$ cat config.mk
export PLATFORM = sky130hd
export DESIGN_NAME = dmem_arbiter_flat
export DESIGN_NICKNAME = d
export VERILOG_FILES = /design/src/rtl/dmem_arbiter_if.sv /design/src/rtl/dmem_arbiter.sv /design/src/flat_wrapper.sv
export SDC_FILE = /design/constraint.sdc
export NUM_CORES = 1
export LEC_CHECK = 0
export BUFFER_PORTS_ARGS = -buffer_cell sky130_fd_sc_hd__buf_2
export CAP_MARGIN = 20
export CORE_AREA = 2 2 142 144
export DETAILED_ROUTE_END_ITERATION = 6
export DIE_AREA = 0 0 144 146
export SLEW_MARGIN = 20
export SYNTH_ARGS = -nofsm -noshare
export SYNTH_HDL_FRONTEND = slang
export SYNTH_SLANG_ARGS = --single-unit
$ cat constraint.sdc
create_clock -name clk -period 5.1 [get_ports clk]
set_input_delay 0.255 -clock clk [delete_from_list [all_inputs] [get_ports clk]]
set_output_delay 0.255 -clock clk [all_outputs]
set_load 0.005 [all_outputs]
$ cat src/rtl/dmem_arbiter_if.sv
// Bus bundle between the core load/store path, the external port and the data memory.
// Handshake: ext_req is held with stable ext_* fields until ext_gnt is seen in the same cycle.
// Read data for an external read arrives as a one-cycle ext_rvalid pulse after that grant.
interface dmem_arbiter_if #(
    parameter int ADDR_W = 32,
    parameter int DATA_W = 32
);
    logic              cpu_req;
    logic              cpu_we;
    logic [ADDR_W-1:0] cpu_addr;
    logic [DATA_W-1:0] cpu_wdata;
    logic [DATA_W-1:0] cpu_rdata;
    logic              cpu_stall;

    logic              ext_req;
    logic              ext_we;
    logic [ADDR_W-1:0] ext_addr;
    logic [DATA_W-1:0] ext_wdata;
    logic              ext_gnt;
    logic [DATA_W-1:0] ext_rdata;
    logic              ext_rvalid;

    logic              mem_read;
    logic              mem_write;
    logic [ADDR_W-1:0] mem_addr;
    logic [DATA_W-1:0] mem_wdata;
    logic [DATA_W-1:0] mem_rdata;

    modport slave (
        input  cpu_req, cpu_we, cpu_addr, cpu_wdata,
        output cpu_rdata, cpu_stall,
        input  ext_req, ext_we, ext_addr, ext_wdata,
        output ext_gnt, ext_rdata, ext_rvalid,
        output mem_read, mem_write, mem_addr, mem_wdata,
        input  mem_rdata
    );

    modport master (
        output cpu_req, cpu_we, cpu_addr, cpu_wdata,
        input  cpu_rdata, cpu_stall,
        output ext_req, ext_we, ext_addr, ext_wdata,
        input  ext_gnt, ext_rdata, ext_rvalid,
        input  mem_read, mem_write, mem_addr, mem_wdata,
        output mem_rdata
    );
endinterface

$ cat src/rtl/dmem_arbiter.sv
// Data-memory arbiter: CPU-priority sharing with forced external slots after starvation.
// Optional performance counters are built when ARB_PERF_CNT_EN is defined.
module dmem_arbiter #(
    parameter int ADDR_W     = 32,
    parameter int DATA_W     = 32,
    parameter int STARVE_LIM = 4,
    parameter int MAX_BURST  = 8
) (
    input  logic                clk,
    input  logic                reset,
    dmem_arbiter_if.slave       bus,
    output logic [31:0]         perf_stall_cnt,
    output logic [31:0]         perf_ext_cnt,
    output logic                dbg_state
);
    typedef enum logic {OWN_CPU = 1'b0, OWN_EXT = 1'b1} state_t;

    localparam logic [3:0] STARVE_MAX = 4'(STARVE_LIM);
    localparam logic [3:0] BURST_MAX  = 4'(MAX_BURST);

    state_t            state, state_next;
    logic [3:0]        starve_cnt, starve_next;
    logic [3:0]        burst_cnt, burst_next;
    logic              owner_ext;
    logic              gnt;
    logic              burst_done;
    logic              rd_capture;
    logic [ADDR_W-1:0] mem_addr_c;
    logic [DATA_W-1:0] mem_wdata_c;
    logic [DATA_W-1:0] ext_rdata_q;
    logic              ext_rvalid_q;

    // burst_cnt sits at MAX_BURST only for the yield cycle after an idle-CPU burst,
    // which keeps the external port off the memory for that one cycle.
    assign burst_done = (burst_cnt == BURST_MAX);
    assign owner_ext  = bus.ext_req &
                        ((state == OWN_EXT) | (~bus.cpu_req & ~burst_done));
    assign gnt        = owner_ext;
    assign rd_capture = gnt & ~bus.ext_we;

    always_comb begin
        state_next  = state;
        starve_next = 4'd0;
        burst_next  = 4'd0;
        mem_addr_c  = bus.cpu_addr;
        mem_wdata_c = bus.cpu_wdata;

        bus.mem_read  = bus.cpu_req & ~bus.cpu_we;
        bus.mem_write = bus.cpu_req &  bus.cpu_we;
        if (owner_ext) begin
            bus.mem_read  = bus.ext_req & ~bus.ext_we;
            bus.mem_write = bus.ext_req &  bus.ext_we;
            mem_addr_c    = bus.ext_addr;
            mem_wdata_c   = bus.ext_wdata;
        end

        if (bus.ext_req && !gnt)
            starve_next = (starve_cnt == STARVE_MAX) ? starve_cnt : starve_cnt + 4'd1;
        if (gnt)
            burst_next = (burst_cnt == BURST_MAX) ? burst_cnt : burst_cnt + 4'd1;

        case (state)
            OWN_CPU: begin
                if (bus.ext_req && bus.cpu_req && starve_cnt == STARVE_MAX - 4'd1)
                    state_next = OWN_EXT;
                else if (gnt && !bus.cpu_req && burst_cnt != BURST_MAX - 4'd1)
                    state_next = OWN_EXT;
            end
            OWN_EXT: begin
                // A forced slot is a single grant; an idle-CPU burst ends at MAX_BURST grants.
                if (!bus.ext_req || bus.cpu_req || burst_cnt == BURST_MAX - 4'd1)
                    state_next = OWN_CPU;
            end
            default: state_next = OWN_CPU;
        endcase
    end

    always_ff @(posedge clk or posedge reset) begin
        if (reset) begin
            state        <= OWN_CPU;
            starve_cnt   <= 4'd0;
            burst_cnt    <= 4'd0;
            ext_rvalid_q <= 1'b0;
            ext_rdata_q  <= '0;
        end else begin
            state        <= state_next;
            starve_cnt   <= starve_next;
            burst_cnt    <= burst_next;
            ext_rvalid_q <= rd_capture;
            if (rd_capture)
                ext_rdata_q <= bus.mem_rdata;
        end
    end

    assign bus.mem_addr   = mem_addr_c;
    assign bus.mem_wdata  = mem_wdata_c;
    assign bus.cpu_rdata  = bus.mem_rdata;
    assign bus.cpu_stall  = owner_ext & bus.cpu_req;
    assign bus.ext_gnt    = gnt;
    assign bus.ext_rdata  = ext_rdata_q;
    assign bus.ext_rvalid = ext_rvalid_q;
    assign dbg_state      = state;

`ifdef ARB_PERF_CNT_EN
    always_ff @(posedge clk or posedge reset) begin
        if (reset) begin
            perf_stall_cnt <= 32'd0;
            perf_ext_cnt   <= 32'd0;
        end else begin
            if (owner_ext && bus.cpu_req)
                perf_stall_cnt <= perf_stall_cnt + 32'd1;
            if (gnt)
                perf_ext_cnt <= perf_ext_cnt + 32'd1;
        end
    end
`else
    assign perf_stall_cnt = 32'd0;
    assign perf_ext_cnt   = 32'd0;
`endif
endmodule

$ cat src/flat_wrapper.sv
// flat-port wrapper written by rule: the top's interface ports become plain ports
module dmem_arbiter_flat 
#(
    parameter int ADDR_W     = 32,
    parameter int DATA_W     = 32,
    parameter int STARVE_LIM = 4,
    parameter int MAX_BURST  = 8
)
  (clk, reset, perf_stall_cnt, perf_ext_cnt, dbg_state, bus_cpu_req, bus_cpu_we, bus_cpu_addr, bus_cpu_wdata, bus_cpu_rdata, bus_cpu_stall, bus_ext_req, bus_ext_we, bus_ext_addr, bus_ext_wdata, bus_ext_gnt, bus_ext_rdata, bus_ext_rvalid, bus_mem_read, bus_mem_write, bus_mem_addr, bus_mem_wdata, bus_mem_rdata);
  dmem_arbiter_if #(.ADDR_W(ADDR_W), .DATA_W(DATA_W)) bus_i ();
  input  logic clk;
  input  logic reset;
  output logic [31:0] perf_stall_cnt;
  output logic [31:0] perf_ext_cnt;
  output logic dbg_state;
  input wire logic [$bits(bus_i.cpu_req)-1:0] bus_cpu_req;
  input wire logic [$bits(bus_i.cpu_we)-1:0] bus_cpu_we;
  input wire logic [$bits(bus_i.cpu_addr)-1:0] bus_cpu_addr;
  input wire logic [$bits(bus_i.cpu_wdata)-1:0] bus_cpu_wdata;
  output wire logic [$bits(bus_i.cpu_rdata)-1:0] bus_cpu_rdata;
  output wire logic [$bits(bus_i.cpu_stall)-1:0] bus_cpu_stall;
  input wire logic [$bits(bus_i.ext_req)-1:0] bus_ext_req;
  input wire logic [$bits(bus_i.ext_we)-1:0] bus_ext_we;
  input wire logic [$bits(bus_i.ext_addr)-1:0] bus_ext_addr;
  input wire logic [$bits(bus_i.ext_wdata)-1:0] bus_ext_wdata;
  output wire logic [$bits(bus_i.ext_gnt)-1:0] bus_ext_gnt;
  output wire logic [$bits(bus_i.ext_rdata)-1:0] bus_ext_rdata;
  output wire logic [$bits(bus_i.ext_rvalid)-1:0] bus_ext_rvalid;
  output wire logic [$bits(bus_i.mem_read)-1:0] bus_mem_read;
  output wire logic [$bits(bus_i.mem_write)-1:0] bus_mem_write;
  output wire logic [$bits(bus_i.mem_addr)-1:0] bus_mem_addr;
  output wire logic [$bits(bus_i.mem_wdata)-1:0] bus_mem_wdata;
  input wire logic [$bits(bus_i.mem_rdata)-1:0] bus_mem_rdata;
  assign bus_i.cpu_req = bus_cpu_req;
  assign bus_i.cpu_we = bus_cpu_we;
  assign bus_i.cpu_addr = bus_cpu_addr;
  assign bus_i.cpu_wdata = bus_cpu_wdata;
  assign bus_cpu_rdata = bus_i.cpu_rdata;
  assign bus_cpu_stall = bus_i.cpu_stall;
  assign bus_i.ext_req = bus_ext_req;
  assign bus_i.ext_we = bus_ext_we;
  assign bus_i.ext_addr = bus_ext_addr;
  assign bus_i.ext_wdata = bus_ext_wdata;
  assign bus_ext_gnt = bus_i.ext_gnt;
  assign bus_ext_rdata = bus_i.ext_rdata;
  assign bus_ext_rvalid = bus_i.ext_rvalid;
  assign bus_mem_read = bus_i.mem_read;
  assign bus_mem_write = bus_i.mem_write;
  assign bus_mem_addr = bus_i.mem_addr;
  assign bus_mem_wdata = bus_i.mem_wdata;
  assign bus_i.mem_rdata = bus_mem_rdata;
  dmem_arbiter #(.ADDR_W(ADDR_W), .DATA_W(DATA_W), .STARVE_LIM(STARVE_LIM), .MAX_BURST(MAX_BURST)) u_core (.clk(clk), .reset(reset), .bus(bus_i), .perf_stall_cnt(perf_stall_cnt), .perf_ext_cnt(perf_ext_cnt), .dbg_state(dbg_state));
endmodule
* After elaboration in Yosys (flattened, before gate mapping)
Index checks and enable logic that the tools add are counted.
** Operators by class
- Bitwise operators :: 14
- Add/sub/neg operators :: 2
- Mux-type cells :: 12
- Reduce and logical (&&, ||, !) cells :: 10
- Eq/ne operators :: 7
** Operators with widths (count)
- $mux W32 :: 2
- $mux W4 :: 4
- $add A4 B1 Y4 const B :: 2
- $and A1 B1 Y1 :: 8
- $eq A4 B3 Y1 const B :: 2
- $logic_and A1 B1 Y1 :: 5
- $mux W1 :: 5
- $not A1 Y1 :: 5
- $eq A4 B2 Y1 const B :: 1
- $eq A4 B4 Y1 const B :: 1
- $ne A2 B2 Y1 const B :: 2
- $ne A4 B3 Y1 const B :: 1
- $logic_not A1 Y1 :: 3
- $logic_or A1 B1 Y1 :: 2
- $pmux W1 S2 :: 1
- $or A1 B1 Y1 :: 1
** Storage, ports and cells
- Register bits :: 42
- Input port bits :: 166
- Output and inout bits :: 198
- Logic and storage cells :: 50

* Longest topological paths before layout
- Depth after elaboration :: 10
- Depth in mapped cells :: 6
- Depth with buffers taken out :: 5

* Worst setup path before layout
Ideal clock, no wire load.
- Kind :: reg2out
- Start :: register u_core.burst_cnt[0]
- End :: output bus_mem_wdata[13]
- Path slack :: 3178 ps
- Buffers on the path :: 1
- Data required time :: 4845 ps
- Arrival :: 1667 ps
- Stages on the path, launching flop included :: 7
- Cells stage by stage :: dfrtp_1 inv_1 ha_1 nand3b_4 o211ai_4 buf_6 mux2_2
** Between the ends
- Longest elaborated chain between the ends :: 6
** RTL lines
- from (decl) :: line dmem_arbiter.sv:23 : logic [3:0] burst_cnt, burst_next;
- from (signal assigned) :: line dmem_arbiter.sv:88 : burst_cnt <= burst_next;
- $eq A4 B4 Y1 :: line dmem_arbiter.sv:35 : assign burst_done = (burst_cnt == BURST_MAX);
- $not A1 Y1 :: line dmem_arbiter.sv:37 : ((state == OWN_EXT) | (~bus.cpu_req & ~burst_done));
- $and A1 B1 Y1 :: line dmem_arbiter.sv:37
- $or A1 B1 Y1 :: line dmem_arbiter.sv:37
- $and A1 B1 Y1 :: line dmem_arbiter.sv:36 : assign owner_ext = bus.ext_req &
- $mux W32 :: line dmem_arbiter.sv:50 : if (owner_ext) begin
- to (decl) :: line flat_wrapper.sv:32 : output wire logic [$bits(bus_i.mem_wdata)-1:0] bus_mem_wdata;
No other way between the ends.

* Worst setup path after layout
- Start :: register u_core.burst_cnt[0]
- End :: output bus_mem_wdata[29]
The elaborated chain is that of the path after synthesis.

==> impl_results.md <==
- Status: completed
- Hold buffers post-CTS: 0
- Overall routing resource usage: 9.08%
- Crit-path cells: inv_1 -> ha_1 -> nand3b_4 -> o211ai_4 -> buf_4 -> mux2_2 -> buf_2
- RSZ-0062 raised after global routing: false
- DIE AREA: 21000 µm²
- Worst vdd ir: 202 µV
- Top cell type's share of synthesized area: 31.2%
- Critical path data required time: 4.85 ns
- Synth-to-Final Area Change: 43.8%
- Pwr/cell area: 245 nW/µm²
- CTS HTree Levels: 2
- Setup crit end kind: primary output
- Synthesized instance count: 300
- Clock sinks: 42
- Row cnt: 51
- Fmax: 338 MHz
- Tmin final: 2.96 ns
- Top cells by area, synth: dfrtp_1, mux2_2, buf_4, buf_6, mux2_1
- Commonest cells after routing, fill and taps aside: buf_2, mux2_2, conb_1, dfrtp_1
- Die Wd: 144 µm
- Post-synthesis mux area share: 33.8%
- Reg-to-reg startpoint: u_core.burst_cnt[0]
- Dominant cell type by area after synthesis: dfrtp_1
- Crit-path max cell delay: 0.67 ns
- Worst rel slew slack: 44.1%
- Worst-case clock skew: 0.00620 ns
- Final Slew Violations: 0
- Hpwl dp: 9240 µm
- DIE HEIGHT: 146 µm
- Placer Congestion: 0.780
- Clock transition at the registers of the reported paths: 0.06 ns
- Dpl cells: 824
- Sequential share of the synthesized area: 31.2%
- CTS Buf Count: 5
- Max cap viols: 0
- Clk root buf: clkbuf_16
- Final Hold Viols: 0
- Crit path from: u_core.burst_cnt[0]
- Grt total ovfl: 0
- 1st-iter DRT viols: 49
- Tot Pwr: 1.18 mW
- Ports: 364
- Yosys cell types: 26
- Layout cells sized above 1: 71.6%
- Nets: 736
- Yosys warns: 0
- Wire per inst: 12.7 µm
- Mean Syn Cell Area: 11.2 µm²
- Seq cells post-synth: 42
- Commonest non-fill, non-tap cell in the layout: buf_2
- Setup Viol. Count Final: 0
- Clk_lat worst skew: 0.28 ns
- Fin Setup TNS: 0 ns
- Core ar.: 19300 µm²
- Leak Pwr: 2.62 nW
- Largest net degree at the start of global routing: 69
- Initial antenna violation count: 2
- Arrival @ worst endpoint: 2.70 ns
- Clock Path Buffers: 2
- Vias per cell: 3.48
- CTS tree: done
- DRC Markers: 0
- Hold WS: 0.0879 ns
- Adder-cell share of the synthesized area: 1.49%
- Area of the mapped netlist: 3370 µm²
- Worst-Margin Slew: 0.838 ns
- Vias in the first global route: 2794
- Initial Util: 17.4%
- Global-route wire length before repair: 14600 µm
- Via count: 2901
- Worst setup SP type: flop
- CP max-delay cell: buf_4
- Post-synthesis compound-gate area fraction: 2.15%
- Filler instances: 2091
- Setup CP Type: flop to primary output
- Post-CTS setup buffers: 0
- Tcrit/Tclk final: 58.0%
- Buffers on Ports: 299
- Post-DRT Antenna Nets: 0
- Reg area: 1050 µm²
- Post-Synth XOR/XNOR Area: 0.780%
- Setup Slack @ Placement: 2.44 ns
- Hold Path Class: input port to async pin
- Pre-Repair DR Iteration Count: 4
- Post_cts resized: 0
- Final cell count without fillers: 833
- PnR worst setup slack: 2.14 ns
- CP Max Fanout: 68
- Largest family of logic cells by synthesized area: multiplexers
- Area of the multi-input gates: 1680 µm²
- DRT Wirelength: 10600 µm
- Post-synthesis simple-gate area fraction: 4.53%
-- metrics by stage --
step | util (%) | cell area (µm²)
final | 25.1 | 4840
after floorplan | - | 3610
after global routing | 25.0 | 4840
after global placement | 23.9 | 4620
after CTS | 25.0 | 4840
after detailed placement | 24.0 | 4640
-- cell type report --
type                            count  share of cell area, %
Antenna cell                        1                 0.0517
Clock buffer                        6                   2.87
Clock inverter                      2                   1.24
Inverter                           11                  0.852
Multi-Input combinational cell    204                   34.7
Sequential cell                    42                   21.7
Tap cell                          265                   6.84
Timing Repair Buffer              302                   31.8
-- worst paths after layout --
path | end | slack, ns | cells past startpoint
worst min-delay path | u_core.bus.ext_rdata[25] | 0.09 | 3
min in group clk | u_core.bus.ext_rdata[4] | 0.21 | 2
worst max-delay path | bus_mem_wdata[29] | 2.14 | 7
worst min register to register | u_core.bus.ext_rdata[23] | 0.50 | 1
max in group asynchronous | u_core.bus.ext_rdata[22] | 4.65 | 3
worst max register to register | u_core.bus.ext_rdata[17] | 3.02 | 6
-- routing by layer --
layer / part of all wire, % / vias up / track usage [%]
li1: - / 1385 / -
met1: 36 / 1312 / 9.41
met2: 52 / 193 / 17.7
met3: 10 / 9 / 2.20
met4: 1.6 / 2 / 2.65
met5: 0.11 / - / 0
-- cell usage after synthesis, drive strengths merged --
library cell / instances
nor3: 1
inv: 11
mux2i: 5
mux2: 96
nand2: 3
conb: 1
ha: 4
a21oi: 2
xnor2: 2
a211o: 1
o2111ai: 1
and4bb: 1
or2b: 1
nor2: 10
xor2: 1
nand3b: 5
o211ai: 1
nand3: 3
buf: 106
dfrtp: 42
nand2b: 2
o21ai: 1
-- worst max-delay path, delay by kind of cell, from the launching register on --
family	cells	cell delay (ns)
AO/OA/AOI/OAI	1	0.24
multiplexers	1	0.43
AND/OR/NAND/NOR	1	0.15
buffers and inverters	3	0.90
adder cells (fa/ha/maj)	1	0.21
flip-flops	1	0.41
-- cells by family (layout without fill, tap and decap cells) --
group / count (synthesis) / after routing
AND/OR/NAND/NOR: 26 / 26
XOR/XNOR: 3 / 3
flip-flops: 42 / 42
other: 1 / 65
AO/OA/AOI/OAI: 6 / 6
multiplexers: 101 / 101
buffers and inverters: 117 / 321
adder cells (fa/ha/maj): 4 / 4
-- registers in the layout (all words and copies together) (netlist names) --
signal and cells:
u_core.dbg_state 1, u_core.burst_cnt 4, u_core.bus.ext_rdata 32, u_core.starve_cnt 4
u_core.bus.ext_rvalid 1
-- power breakdown --
| group | internal (mW) | switching (mW) |
|---|---|---|
| logic | 0.204 | 0.149 |
| registers | 0.385 | 0.0254 |
| clock network | 0.294 | 0.128 |
| total | 0.882 | 0.303 |
No activity file was read; power rests on OpenSTA's default activity.
